## config.mk

```make
export PLATFORM = sky130hd
export DESIGN_NAME = game_flow_ctrl
export DESIGN_NICKNAME = d
export VERILOG_FILES = /design/src/rtl/game_pkg.sv /design/src/rtl/die_flash_gen.sv /design/src/rtl/game_flow_ctrl.sv
export SDC_FILE = /design/constraint.sdc
export NUM_CORES = 1
export LEC_CHECK = 0
export CAP_MARGIN = 20
export CORE_AREA = 2 2 82 84
export CTS_CLUSTER_SIZE = 40
export DETAILED_ROUTE_END_ITERATION = 10
export DIE_AREA = 0 0 84 86
export GPL_TIMING_DRIVEN = 0
export PLACE_DENSITY = 0.79
export SLEW_MARGIN = 20
export SYNTH_ARGS = -nofsm -noshare
export SYNTH_HDL_FRONTEND = slang
export SYNTH_SLANG_ARGS = --single-unit
export TNS_END_PERCENT = 10
```

## constraint.sdc

```tcl
create_clock -name CLK_50M -period 4.43 [get_ports CLK_50M]
set_input_delay 0.886 -clock CLK_50M [delete_from_list [all_inputs] [get_ports CLK_50M]]
set_output_delay 0.886 -clock CLK_50M [all_outputs]
set_load 0.05 [all_outputs]
```

## src/rtl/game_pkg.sv

```systemverilog
// Game-state codes shared by the flow controller, VGA and snake units.
package game_pkg;
    localparam int GS_W = 3;

    localparam logic [GS_W-1:0] GS_RESTART = 3'd0;
    localparam logic [GS_W-1:0] GS_START   = 3'd1;
    localparam logic [GS_W-1:0] GS_PLAY    = 3'd2;
    localparam logic [GS_W-1:0] GS_DIE     = 3'd3;
    localparam logic [GS_W-1:0] GS_PAUSE   = 3'd4;
    localparam logic [GS_W-1:0] GS_OVER    = 3'd5;
endpackage

```

## src/rtl/die_flash_gen.sv

```systemverilog
// Death-flash generator: times the DIE dwell and blinks the snake on odd half-periods.
// Registered die_flash; done is high on the last dwell cycle. No backpressure.
module die_flash_gen #(
    parameter int FLASH_HALF_CYC = 25_000_000,
    parameter int FLASH_TOGGLES  = 6,
    parameter int DIE_HOLD_CYC   = 200_000_000,
    parameter int CNT_W          = 32
) (
    input  logic CLK_50M,
    input  logic RSTn,
    input  logic en,
    output logic die_flash,
    output logic done
);
    localparam int HW = $clog2(FLASH_HALF_CYC + 1);
    localparam int KW = $clog2(FLASH_TOGGLES + 1);

    logic [CNT_W-1:0] dwell_cnt;
    logic [HW-1:0]    half_cnt;
    logic [KW-1:0]    half_idx;
    logic [KW-1:0]    idx_nxt;
    logic             half_wrap;

    assign done      = en && (dwell_cnt == CNT_W'(DIE_HOLD_CYC - 1));
    assign half_wrap = (half_cnt == HW'(FLASH_HALF_CYC - 1));
    // Half-period index saturates once flashing is over, keeping it narrow.
    assign idx_nxt   = (half_wrap && (half_idx < KW'(FLASH_TOGGLES))) ? half_idx + KW'(1) : half_idx;

    always_ff @(posedge CLK_50M or negedge RSTn) begin
        if (!RSTn) begin
            dwell_cnt <= '0;
            half_cnt  <= '0;
            half_idx  <= '0;
            die_flash <= 1'b1;
        end else if (!en || done) begin
            dwell_cnt <= '0;
            half_cnt  <= '0;
            half_idx  <= '0;
            die_flash <= 1'b1;
        end else begin
            dwell_cnt <= dwell_cnt + CNT_W'(1);
            half_cnt  <= half_wrap ? '0 : half_cnt + HW'(1);
            half_idx  <= idx_nxt;
            die_flash <= !(idx_nxt[0] && (idx_nxt < KW'(FLASH_TOGGLES)));
        end
    end
endmodule

```

## src/rtl/game_flow_ctrl.sv

```systemverilog
// Game-flow FSM: start/play/pause/die/over/restart with lives and restart/respawn pulses.
// All outputs registered, one cycle after the triggering input. No backpressure.
module game_flow_ctrl
    import game_pkg::*;
#(
    parameter int N_KEYS         = 4,
    parameter int LIVES          = 3,
    parameter int FLASH_HALF_CYC = 25_000_000,
    parameter int FLASH_TOGGLES  = 6,
    parameter int DIE_HOLD_CYC   = 200_000_000,
    parameter int RESTART_CYC    = 6,
    parameter int CNT_W          = 32
) (
    input  logic              CLK_50M,
    input  logic              RSTn,
    input  logic [N_KEYS-1:0] key_press,
    input  logic              pause_press,
    input  logic              hit_wall,
    input  logic              hit_body,
    output logic [GS_W-1:0]   game_status,
    output logic [3:0]        lives_left,
    output logic              die_flash,
    output logic              restart,
    output logic              respawn
);
    localparam int RW = $clog2(RESTART_CYC + 1);

    logic [GS_W-1:0] state_q, state_nxt;
    logic [RW-1:0]   rst_cnt, rst_cnt_nxt;
    logic [3:0]      lives_nxt;
    logic            restart_nxt, respawn_nxt;
    logic            die_done, any_key, hit;

    assign any_key     = |key_press;
    assign hit         = hit_wall | hit_body;
    assign game_status = state_q;

    die_flash_gen #(
        .FLASH_HALF_CYC (FLASH_HALF_CYC),
        .FLASH_TOGGLES  (FLASH_TOGGLES),
        .DIE_HOLD_CYC   (DIE_HOLD_CYC),
        .CNT_W          (CNT_W)
    ) u_flash (
        .CLK_50M   (CLK_50M),
        .RSTn      (RSTn),
        .en        (state_q == GS_DIE),
        .die_flash (die_flash),
        .done      (die_done)
    );

    always_ff @(posedge CLK_50M or negedge RSTn) begin
        if (!RSTn) state_q <= GS_START;
        else       state_q <= state_nxt;
    end

    always_comb begin
        state_nxt = state_q;
        case (state_q)
            GS_START:   if (any_key) state_nxt = GS_PLAY;
            GS_PLAY: begin
                if (hit)              state_nxt = GS_DIE;
                else if (pause_press) state_nxt = GS_PAUSE;
            end
            GS_PAUSE:   if (pause_press) state_nxt = GS_PLAY;
            GS_DIE:     if (die_done) state_nxt = (lives_left != 4'd0) ? GS_START : GS_OVER;
            GS_OVER:    if (any_key) state_nxt = GS_RESTART;
            GS_RESTART: if (rst_cnt == RW'(RESTART_CYC - 1)) state_nxt = GS_START;
            default:    state_nxt = GS_START;
        endcase
    end

    always_comb begin
        restart_nxt = (state_nxt == GS_RESTART);
        respawn_nxt = (state_q == GS_DIE) && (state_nxt == GS_START);
        rst_cnt_nxt = (state_q == GS_RESTART) ? rst_cnt + RW'(1) : '0;
        lives_nxt   = lives_left;
        if (state_q == GS_PLAY && hit)
            lives_nxt = (lives_left == 4'd0) ? 4'd0 : lives_left - 4'd1;
        else if (state_q == GS_OVER && any_key)
            lives_nxt = 4'(LIVES);
    end

    always_ff @(posedge CLK_50M or negedge RSTn) begin
        if (!RSTn) begin
            lives_left <= 4'(LIVES);
            restart    <= 1'b0;
            respawn    <= 1'b0;
            rst_cnt    <= '0;
        end else begin
            lives_left <= lives_nxt;
            restart    <= restart_nxt;
            respawn    <= respawn_nxt;
            rst_cnt    <= rst_cnt_nxt;
        end
    end
endmodule

```

==> results.ini <==
[power_and_ir_drop]
p_total_mw = 1.77
leakagePower_nw = 1.80
vdd_drop_max_uv = 374
powerDensity_nw_per_um2 = 417

[yosys]
synth_top_area_frac = 0.463
synthCells = 382
syn-num-nets = 396
synth.area.top_cells = dfrtp_1 (46%), nor2_1 (7.7%), xor2_1 (7.0%), xnor2_1 (5.9%), dfstp_2 (2.8%)
synth_top_cell_by_area = dfrtp_1
synth.distinct_cells = 47
synth_area_um2 = 3730
avgSynthCellArea_um2 = 9.77
ys_seq_area_frac = 0.491
ys_ff_latch = 73
synth_ff_type = dfrtp_1
yosys_warnings = 0
async_flop_share = 1.00
synth_edf_count = 0

[grt]
grt_pass1_wl_um = 12300
overflow = 0
grt_max_degree = 38
antenna_found_initial = 0
grt_usage = 0.209
first_global_vias = 2687

[placed_design]
placed_area_um2 = 4030
port_buffers = 18
place.gp.congestion = 0.824
dp_hpwl_um = 4740

[status]
status = complete, no violations

[worst_setup_path]
start_kind = register
cp_slowest_cell = clkdlybuf4s50_1
crit_chain = clkdlybuf4s50_1
arrival_ps = 1720
max_stage_delay_ps = 810
critical_path_class = register to output pin
cp.required_ps = 3540
crit_fanout = 6
critPathBufInv = 1
critPathTopFamily = buffers and inverters
crit_path_end_kind = output pin

[clock_tree]
cts_tree = built
cts.sinks = 73
cts_buffers = 9
cts-htree-levels = 3
cts.path.max_buffers = 2
cts_resized = 0
clk_latency_ps = 340
ctsHoldBuffers = 0
post_cts_buffers = 0
cts.clk_slew.worst_paths_ps = 70
cts_root_buf = clkbuf_8

[flow_run]
drv_cap = 0

[drt]
viasPerCell = 5.60
wire_per_inst_um = 13.8
dr.pass1.iters = 4
drt_iter0_markers = 130
drc_errors = 0
drt_wl_total_um = 6820
ant_nets = 0
dr_total_vias = 2767

[sta]
fin_crit_sh = 0.589
final.setup.tns_ps = 0
fmax_mhz = 383
fin_worst_skew_ps = 8.09
max_slew_margin = 0.590
setup-violations-final = 0
worst_pin_slew_ps = 610
slew_viol_final = 0
grt_setup_unrepaired = no
period_minus_slack_ps = 2610
finalHoldViolCount = 0

[final_layout]
synthToLayoutAreaGrowth_pct = 13.5
n_antenna_cell = 0
final_nets = 426
final_cell_mix = nor2_1 (77), dfrtp_1 (69), xor2_1 (30), nand2_1 (28), xnor2_1 (25)
finalInstanceArea_um2 = 4230
drive_above_1_share = 0.103
mostFrequentLayoutCell = nor2_1

[die]
die_x_um = 84
rows = 29
die_area_um2 = 7220
io_pins = 19
core_area_um2 = 6280
die_y_um = 86
start_util = 0.594

[hold_path]
hp-class = register to register

-- flip-flops by register name, indices dropped and copies added (netlist names) --
signal,cells
game_status,3
lives_left,4
respawn,1
restart,1
rst_cnt,3
u_flash.die_flash,1
u_flash.dwell_cnt,32
u_flash.half_cnt,25
u_flash.half_idx,3
-- power breakdown --
part / internal (mW) / leakage (nW) / total, mW / switching [mW]
sequential: 0.719 / 0.998 / 0.755 / 0.0364
combinational: 0.153 / 0.692 / 0.459 / 0.306
clock: 0.312 / 0.113 / 0.554 / 0.242
-- cells by family after synthesis --
logic type	count (synthesis)	synth area share
buf+inv	21	0.0295
compound gates	26	0.0476
simple gates	202	0.286
xor+xnor	55	0.129
flops	73	0.491
fa+ha+maj	5	0.0168
-- cell usage after synthesis, types with 2 or more instances --
library cell  instances
nor2_1               77
dfrtp_1              69
xor2_1               30
nand2_1              28
xnor2_1              25
nand3_1              16
nand4_1              15
nor3_1               13
and3_1               11
and2_1               10
inv_1                 9
o21ai_0               8
and4_1                6
nor4_1                6
clkbuf_1              5
ha_1                  5
a21oi_1               4
buf_4                 4
dfstp_2               4
nand2b_1              3
o31ai_1               3
a211oi_1              2
buf_6                 2
nand4_2               2
nor2b_1               2
or4_4                 2
-- stage by stage --
step                      instances  hold slack [ps]  utilization  setup WS [ps]
after floorplan                 382              422            -           2410
after global placement          477              438        0.638           19.7
after detailed placement        478              442        0.641           1830
after CTS                       494              452        0.675           1810
after global routing            494              462        0.675           1790
final                           494              450        0.675           1820
-- path summary, 6_finish.rpt --
check	slack (ps)	end	cells past startpoint	from
setup / recovery	1820	lives_left[0]	1	lives_left[0]
hold / removal	450	u_flash.half_cnt[0]	1	u_flash.half_cnt[0]
setup reg to reg	2420	u_flash.half_cnt[13]	6	u_flash.dwell_cnt[29]
hold reg to reg	450	u_flash.half_cnt[0]	1	u_flash.half_cnt[0]
max in group asynchronous	3390	u_flash.dwell_cnt[1]	2	RSTn
min in group asynchronous	490	u_flash.half_cnt[20]	1	RSTn
-- metal layers --
| metal | share of wire | routed length (um) | up-vias | GRT usage |
|---|---|---|---|---|
| met5 | 0 | 0 | - | 0 |
| met4 | 0.013 | 87 | 0 | 0.0821 |
| met3 | 0.039 | 264 | 8 | 0.0366 |
| met2 | 0.47 | 3190 | 57 | 0.335 |
| met1 | 0.48 | 3280 | 1340 | 0.286 |
| li1 | - | - | 1362 | - |
-- layout make-up --
cell class,count,area (um2)
buffer,12,76.3
clock buffer,9,124
clock inverter,7,85.1
fill,463,2040
inverter,9,33.8
multi-input combinational,288,1790
sequential,73,1830
tap,77,96.3
timing repair buffer,19,198
(Power assumes the default switching activity.)
